`src/rtl/lsu_mem_port.sv`:
```
// Load/store initiator: splits word-crossing accesses into two byte-enabled beats, reassembles loads.
// Optional LSU_MISALIGN_TRAP_EN: misaligned requests fault instead of splitting.
module lsu_mem_port #(
    parameter int unsigned N  = 64,
    parameter int unsigned AW = 12
) (
    input  logic          clk,
    input  logic          reset,
    input  logic          req_valid,
    output logic          req_ready,
    input  logic          req_write,
    input  logic [N-1:0]  req_addr,
    input  logic [N-1:0]  req_wdata,
    input  logic [2:0]    memWidth,
    output logic          resp_valid,
    output logic [N-1:0]  resp_data,
    output logic          resp_fault,
    output logic [AW-1:0] wordAddr,
    output logic [N-1:0]  DM_writeData,
    output logic [7:0]    byteena,
    output logic          readEnable,
    output logic          writeEnable,
    input  logic [N-1:0]  DM_readData
);

    typedef enum logic [2:0] {StIdle, StBeat0, StBeat1, StCapt, StResp} state_e;

    state_e        r_state, w_state_d;
    logic [AW-1:0] r_word, w_word;
    logic [2:0]    r_off, w_off;
    logic [2:0]    r_width;
    logic [1:0]    w_wlog;
    logic          r_write, w_write;
    logic [N-1:0]  r_wdata, w_wdata;
    logic [N-1:0]  r_lo;

    logic          r_resp_valid, r_fault, r_rd, r_wr;
    logic [N-1:0]  r_resp_data, r_wd;
    logic [AW-1:0] r_addr;
    logic [7:0]    r_be;

    logic          w_accept, w_split, w_trap;
    logic [3:0]    w_size;
    logic [4:0]    w_end;
    logic [15:0]   w_mask;
    logic [2*N-1:0] w_wide;
    logic [N-1:0]  w_cat, w_load;
    logic          w_rd_d, w_wr_d;
    logic [7:0]    w_be_d;
    logic [AW-1:0] w_addr_d;
    logic [N-1:0]  w_wd_d;
    logic          w_unused_addr;

    assign w_unused_addr = ^req_addr[N-1:AW+3];

    // Beat outputs are registered, so they are computed from the values about to be latched.
    assign w_accept = req_valid && (r_state == StIdle);
    assign w_word   = w_accept ? req_addr[AW+2:3] : r_word;
    assign w_off    = w_accept ? req_addr[2:0]    : r_off;
    assign w_wlog   = w_accept ? memWidth[1:0]    : r_width[1:0];
    assign w_write  = w_accept ? req_write        : r_write;
    assign w_wdata  = w_accept ? req_wdata        : r_wdata;

    assign w_size  = 4'd1 << w_wlog;
    assign w_end   = {2'b00, w_off} + {1'b0, w_size};
    assign w_split = (w_end > 5'd8);
    assign w_mask  = ((16'd1 << w_size) - 16'd1) << w_off;
    assign w_wide  = {{N{1'b0}}, w_wdata} << {w_off, 3'b000};

`ifdef LSU_MISALIGN_TRAP_EN
    assign w_trap = w_accept && (({1'b0, w_off} & (w_size - 4'd1)) != 4'd0);
`else
    assign w_trap = 1'b0;
`endif

    always_comb begin
        w_state_d = r_state;
        unique case (r_state)
            StIdle:  if (w_accept) w_state_d = w_trap ? StResp : StBeat0;
            StBeat0: begin
                if (w_split)      w_state_d = StBeat1;
                else if (w_write) w_state_d = StResp;
                else              w_state_d = StCapt;
            end
            StBeat1: w_state_d = w_write ? StResp : StCapt;
            StCapt:  w_state_d = StResp;
            StResp:  w_state_d = StIdle;
            default: w_state_d = StIdle;
        endcase
    end

    // Split loads: lo was captured during BEAT1, the live read data is the upper word.
    assign w_cat = N'({(w_split ? DM_readData : {N{1'b0}}),
                       (w_split ? r_lo : DM_readData)} >> {r_off, 3'b000});

    always_comb begin
        w_load = w_cat;
        unique case (r_width[1:0])
            2'd0: w_load = {{(N-8){~r_width[2] & w_cat[7]}}, w_cat[7:0]};
            2'd1: w_load = {{(N-16){~r_width[2] & w_cat[15]}}, w_cat[15:0]};
            2'd2: w_load = {{(N-32){~r_width[2] & w_cat[31]}}, w_cat[31:0]};
            default: w_load = w_cat;
        endcase
    end

    always_comb begin
        w_rd_d   = 1'b0;
        w_wr_d   = 1'b0;
        w_be_d   = 8'h00;
        w_addr_d = '0;
        w_wd_d   = '0;
        case (w_state_d)
            StBeat0: begin
                w_rd_d   = !w_write;
                w_wr_d   = w_write;
                w_be_d   = w_mask[7:0];
                w_addr_d = w_word;
                w_wd_d   = w_wide[N-1:0];
            end
            StBeat1: begin
                w_rd_d   = !w_write;
                w_wr_d   = w_write;
                w_be_d   = w_mask[15:8];
                w_addr_d = w_word + AW'(1);
                w_wd_d   = w_wide[2*N-1:N];
            end
            default: ;
        endcase
    end

    always_ff @(posedge clk) begin
        if (!reset) begin
            r_state      <= StIdle;
            r_word       <= '0;
            r_off        <= '0;
            r_width      <= '0;
            r_write      <= 1'b0;
            r_wdata      <= '0;
            r_lo         <= '0;
            r_resp_valid <= 1'b0;
            r_resp_data  <= '0;
            r_fault      <= 1'b0;
            r_rd         <= 1'b0;
            r_wr         <= 1'b0;
            r_be         <= 8'h00;
            r_addr       <= '0;
            r_wd         <= '0;
        end else begin
            r_state <= w_state_d;
            if (w_accept) begin
                r_word  <= req_addr[AW+2:3];
                r_off   <= req_addr[2:0];
                r_width <= memWidth;
                r_write <= req_write;
                r_wdata <= req_wdata;
            end
            if (r_state == StBeat1 && !r_write) r_lo <= DM_readData;
            r_resp_valid <= (w_state_d == StResp);
            r_fault      <= w_trap;
            if (w_state_d == StResp) r_resp_data <= (r_state == StCapt) ? w_load : '0;
            r_rd   <= w_rd_d;
            r_wr   <= w_wr_d;
            r_be   <= w_be_d;
            r_addr <= w_addr_d;
            r_wd   <= w_wd_d;
        end
    end

    assign req_ready    = (r_state == StIdle);
    assign resp_valid   = r_resp_valid;
    assign resp_data    = r_resp_data;
    assign resp_fault   = r_fault;
    assign wordAddr     = r_addr;
    assign DM_writeData = r_wd;
    assign byteena      = r_be;
    assign readEnable   = r_rd;
    assign writeEnable  = r_wr;

endmodule

```
`config.mk`:
```
export PLATFORM = sky130hd
export DESIGN_NAME = lsu_mem_port
export DESIGN_NICKNAME = d
export VERILOG_FILES = /design/src/rtl/lsu_mem_port.sv
export SDC_FILE = /design/constraint.sdc
export NUM_CORES = 1
export LEC_CHECK = 0
export CAP_MARGIN = 25
export CORE_MARGIN = 3
export CORE_UTILIZATION = 40
export CTS_BUF_LIST = sky130_fd_sc_hd__clkbuf_2 sky130_fd_sc_hd__clkbuf_4 sky130_fd_sc_hd__clkbuf_8
export CTS_CLUSTER_SIZE = 30
export DETAILED_ROUTE_END_ITERATION = 16
export GPL_TIMING_DRIVEN = 0
export PLACE_DENSITY = 0.72
export SKIP_LAST_GASP = 1
export SYNTH_ARGS = -nofsm -noshare
export SYNTH_HDL_FRONTEND = slang
export SYNTH_SLANG_ARGS = --single-unit
```
`constraint.sdc`:
```
create_clock -name clk -period 5.9 [get_ports clk]
set_input_delay 1.18 -clock clk [delete_from_list [all_inputs] [get_ports clk]]
set_output_delay 1.18 -clock clk [all_outputs]
set_load 0.005 [all_outputs]
```
# After elaboration in Yosys (flattened, before gate mapping)
# Cells that the tools add are included.
op_classes:
  n_lt_le_gt_ge: 1
  n_shift: 5
  n_addsub: 3
  n_reduce_logical: 8
  eq_ne: 8
  bitwise_logic: 4
  mux: 16
op_table:
  columns: ["op", "count"]
  rows:
  - ["$mux 64", 4]
  - ["$pmux 64 s3", 1]
  - ["$pmux 64 s2", 1]
  - ["$shl 64x6->128", 1]
  - ["$shr 128x6->64", 1]
  - ["$pmux 12 s2", 1]
  - ["$pmux 8 s2", 1]
  - ["$shl 1x4->16 const A", 1]
  - ["$shl 16x3->16", 1]
  - ["$sub 16x1->16 const B", 1]
  - ["$add 12x1->12 const B", 1]
  - ["$mux 12", 1]
  - ["$mux 3", 4]
  - ["$pmux 3 s4", 1]
  - ["$eq 3x2->1 const B", 3]
  - ["$eq 3x1->1 const B", 2]
  - ["$add 3x4->5", 1]
  - ["$gt 5x4->1 const B", 1]
  - ["$shl 1x2->4 const A", 1]
  - ["$and 1x1->1", 3]
  - ["$eq 3x3->1 const B", 1]
  - ["$logic_not 3->1", 1]
  - ["$eq 2x1->1 const B", 1]
  - ["$eq 2x2->1 const B", 1]
  - ["other kinds (8)", 10]
word_totals:
  elab_cells: 59
  out_inout_bits: 153
  input_bits: 199
  reg_bits: 301

# Depth between registers and ports, before layout
logic_depth:
  depth_word: 11
  ltp_mapped: 22
  depth_no_buf: 16

# Least setup slack after synthesis
# No wires, ideal clock.
synth_path:
  path_type: "in2reg"
  startpoint: "input port req_valid"
  endpoint: "register r_resp_data[40] (netlist: resp_data[40])"
  t_required_ns: 5.779
  setup_time_ns: 0.121
  path_slack_ns: 0.148
  path_stages: 16
  t_arrival_ns: 5.630
  path_buffers: 3
  path_cell_list: "nor4b_2 mux2i_1 inv_2 buf_1 clkbuf_1 fa_1 o21ba_2 a2111oi_2 mux2i_4 a311o_1 a32oi_2 a2bb2oi_2 nor3_2 o41ai_4 buf_6 o21ai_2"
synth_between:
  word_cells_on_any_way: 20
  classes_between: "add/sub: 1; order compare: 1; eq/ne: 1; shift: 2; mux: 11; bitwise: 3; reduce/logical: 1"
synth_rtl:
  columns: ["item", "line", "source"]
  rows:
  - ["start, declared", "9", "input logic req_valid,"]
  - ["$logic_and 1x1->1 (*)", "57", "assign w_accept = req_valid && (r_state == StIdle);"]
  - ["$mux 3 (*)", null, null]
  - ["named net w_off[1]", "30", "logic [2:0] r_off, w_off;"]
  - ["$add 3x4->5 (*)", "65", "assign w_end = {2'b00, w_off} + {1'b0, w_size};"]
  - ["$gt 5x4->1 (*)", "66", "assign w_split = (w_end > 5'd8);"]
  - ["$mux 64 (on tied branches)", "94, 93", null]
  - ["$shr 128x6->64", "93", "assign w_cat = N'({(w_split ? DM_readData : {N{1'b0}}),"]
  - ["$and 1x1->1 (on tied branches)", "101, 100, 99", null]
  - ["$pmux 64 s3", "98", "unique case (r_width[1:0])"]
  - ["$mux 64", "160", "if (w_state_d == StResp) r_resp_data <= (r_state == StCapt) ? w_load : '0;"]
  - ["end signal, assigned", "160", null]
  - ["end, declared", "38", "logic [N-1:0] r_resp_data, r_wd;"]
# Mark *: on every way through the listed nets, which the timed path passes. The rest lies on a longest branch.
# A chain may end at the register's enable or synchronous reset.

# Worst setup path after layout
layout_path:
  startpoint: "input port req_valid"
  endpoint: "register r_resp_data[6] (netlist: resp_data[6])"
layout_between:
  word_cells_on_any_way: 17
  classes_between: "add/sub: 1; order compare: 1; eq/ne: 1; shift: 2; mux: 11; reduce/logical: 1"
layout_rtl:
  columns: ["item", "line"]
  rows:
  - ["$logic_and 1x1->1 (*)", "57"]
  - ["$mux 3 (*)", null]
  - ["named net w_off[1]", "30"]
  - ["$add 3x4->5 (*)", "65"]
  - ["$gt 5x4->1 (*)", "66"]
  - ["$mux 64 (on tied branches)", "94, 93"]
  - ["$shr 128x6->64", "93"]
  - ["$pmux 64 s3", "98"]
  - ["$mux 64", "160"]
# Marked as above.

==> impl_metrics.json <==
{
  "outcome": "completed",
  "power_frac_seq_pct": 28.8,
  "vias_per_cell": 6.09,
  "end_kind": "flip-flop",
  "setup_slack_ps": 266,
  "core-area_um2": 44500,
  "grtUsageMet3_pct": 6.84,
  "drc": 0,
  "start_util_pct": 40.7,
  "nFillCells": 4217,
  "track_usage_pct": 38.3,
  "grt_pass1_vias": 19000,
  "synth.avg_cell_area_um2": 8.26,
  "async_reset_ff_share_pct": 0,
  "utilization_pct": 52.8,
  "area_growth_pct": 29.8,
  "min_period_ps": 5630,
  "cts_buffer_depth": 3,
  "synth_warnings": 0,
  "power.total_uw": 8240,
  "ant_nets": 0,
  "setup_viol": 0,
  "worstMarginPinSlew_ps": 1140,
  "pre_cts_slack_ps": -2280,
  "power.leakage_uw": 0.00827,
  "synth_edf_count": 0,
  "ys.flop_type": "dfxtp_1",
  "netlist_area_um2": 18100,
  "internal-power_uw": 4810,
  "gr-total-overflow": 0,
  "wl_per_cell_um": 29.5,
  "drt_first_iter_violations": 2406,
  "slowest_stage": "fa_1",
  "setup_tns_ps": 0,
  "mostFrequentLayoutCell": "nand2_1",
  "finalHoldViolations": 0,
  "cts_root_buf": "clkbuf_8",
  "drt_wl_total_um": 93900,
  "path_max_fanout": 18,
  "gp_congestion": 1.02,
  "vias": 19400,
  "fin_nets": 2759,
  "hpwl_um": 75800,
  "clock_sinks": 301,
  "timing.max_slew.rel_slack_pct": 23.7,
  "yosysUniqueCellTypes": 84,
  "grt_antenna_before_repair": 3,
  "path_cells": "dlymetal6s2s_1, nor4b_4, buf_4, mux2i_4, inv_2, clkbuf_2, fa_1, or4bb_1, o211ai_1, mux2i_4, buf_8, buf_6, buf_4, mux2i_1, mux2_2, o21ai_0, a21o_1, a22o_1",
  "grt_max_degree": 20,
  "cts_tree": "built",
  "path_clk_slew_ps": 60,
  "met1_usage_pct": 49.5,
  "period_share_pct": 95.5,
  "switching_share_pct": 41.6,
  "pwr-share-comb_pct": 43.5,
  "max-cap-violations": 0,
  "ys_ff_latch": 301,
  "layout_common_cells": "nand2_1, dfxtp_1, clkdlybuf4s50_1, mux2i_1, a21boi_0",
  "synthesis.nets": 2400,
  "holdBufCountCts": 0,
  "maxSlewViolCount": 0,
  "worst_path_largest_cell_delay_ps": 530,
  "die_area_um2": 47900,
  "power.switching_uw": 3430,
  "row_count": 77,
  "path_class": "in -> reg",
  "dr.pass1.iters": 6,
  "rsz0062_at_grt": "no",
  "required_ps": 6490,
  "port_buffers": 299,
  "finClkSkew_ps": 25.5,
  "ys_seq_area_share_pct": 33.3,
  "ir_worst_vdd_v": 0.000208,
  "drive_gt1_share_pct": 12.8,
  "fmaxAchievable_ghz": 0.178,
  "hold-worst-slack_ps": 452,
  "top_usage_layer": "met2",
  "worstPathArrival_ps": 6230,
  "htreeDepth": 2,
  "clk_latency_ps": 660,
  "die_w_um": 219,
  "clkPwrFrac_pct": 27.7,
  "gr-usage-met2_pct": 62.2,
  "top_level_ports": 352,
  "synthCells": 2195,
  "die_h_um": 219,
  "p_per_area_nw_per_um2": 350,
  "grt_pass1_wl_um": 134000,
  "start_kind": "primary input",
  "cts_made_buffers": 53,
  "hold_class": "reg -> reg"
}
[metal layers]
layer / wire length, µm / share of wire (%)
met4: 5010 / 5.3
met2: 43100 / 46
met1: 38100 / 41
met5: 13 / 0.014
met3: 7680 / 8.2
[final cells by class]
class,instances,area (µm²),share of cell area (%)
antenna,2,5.00,0.0213
buffer,187,876,3.72
clock buffer,82,1040,4.43
clock inverter,12,198,0.841
inverter,30,116,0.495
multi-input combinational,1674,11400,48.7
sequential,301,6030,25.6
tap,592,741,3.15
timing repair buffer,307,3060,13.0
[path summary, 6_finish.rpt]
| path | startpoint | endpoint | slack [ps] | cells after the start |
|---|---|---|---|---|
| worst max-delay path | req_valid | resp_data[6]$_SDFFE_PN0P_ | 270 | 18 |
| worst min-delay path | resp_data[35]$_SDFFE_PN0P_ | resp_data[35]$_SDFFE_PN0P_ | 450 | 2 |
| worst max register to register | r_state[0]$_SDFF_PN0_ | resp_data[6]$_SDFFE_PN0P_ | 470 | 18 |
| worst min register to register | resp_data[35]$_SDFFE_PN0P_ | resp_data[35]$_SDFFE_PN0P_ | 450 | 2 |
[power groups by stage]
stage | Clock, µW | Combinational, µW | Sequential [µW]
floorplan | 0 | 1910 | 2370
global placement | 0 | 3320 | 2400
detailed placement | 0 | 3320 | 2410
CTS | 2300 | 3400 | 2360
global route | 2390 | 3730 | 2390
finish | 2280 | 3590 | 2370
[synthesized netlist by cell type (all sizes together), types with 25 or more instances]
library cell | instances | area [µm²]
a21boi | 124 | 931
a221oi | 27 | 243
inv | 29 | 111
o21ai | 147 | 845
o211ai | 38 | 290
nand3 | 42 | 215
clkbuf | 108 | 405
mux2 | 59 | 664
nor2 | 114 | 438
nor2b | 91 | 569
buf | 82 | 433
and2 | 27 | 169
a21oi | 120 | 612
nand2b | 29 | 181
o22ai | 25 | 156
dfxtp | 301 | 6030
nand2 | 414 | 1560
mux2i | 229 | 2320
[sequential cells by signal (all words and copies together), names as in the netlist]
signal,flops
wordAddr,12
DM_writeData,64
r_off,3
readEnable,1
r_lo,64
r_write,1
writeEnable,1
r_state,3
resp_data,64
r_width,3
r_word,12
byteena,8
r_wdata,64
resp_valid,1
[critical path, delay by kind of cell]
family / cells / cell delay, ps
AOI/OAI and AO/OA: 4 / 1100
adders and majority gates: 1 / 530
buffers and inverters: 7 / 1550
muxes: 4 / 1060
and+or+nand+nor: 2 / 770
[timing repair]
item                                    in CTS  in global routing
resized for setup                           38                 46
setup buffers                                4                  0
endpoints found under the setup margin     146                 98
pin swaps                                    1                  0
[stage by stage]
stage / instances / cell area (µm²)
after global placement: 3086 / 21900
after floorplan: 2195 / 18100
final: 3187 / 23500
after detailed placement: 3087 / 21900
after CTS: 3183 / 23300
after global routing: 3186 / 23500
[logic make-up after synthesis]
logic type	synth area share, %
other	0.0207
xor gates and xnor gates	0.435
buffers and inverters	5.26
AOI/OAI and AO/OA	22.8
muxes	19.4
adders and majority gates	0.456
and+or+nand+nor	18.3
DFF	33.3
(Power assumes the default switching activity.)
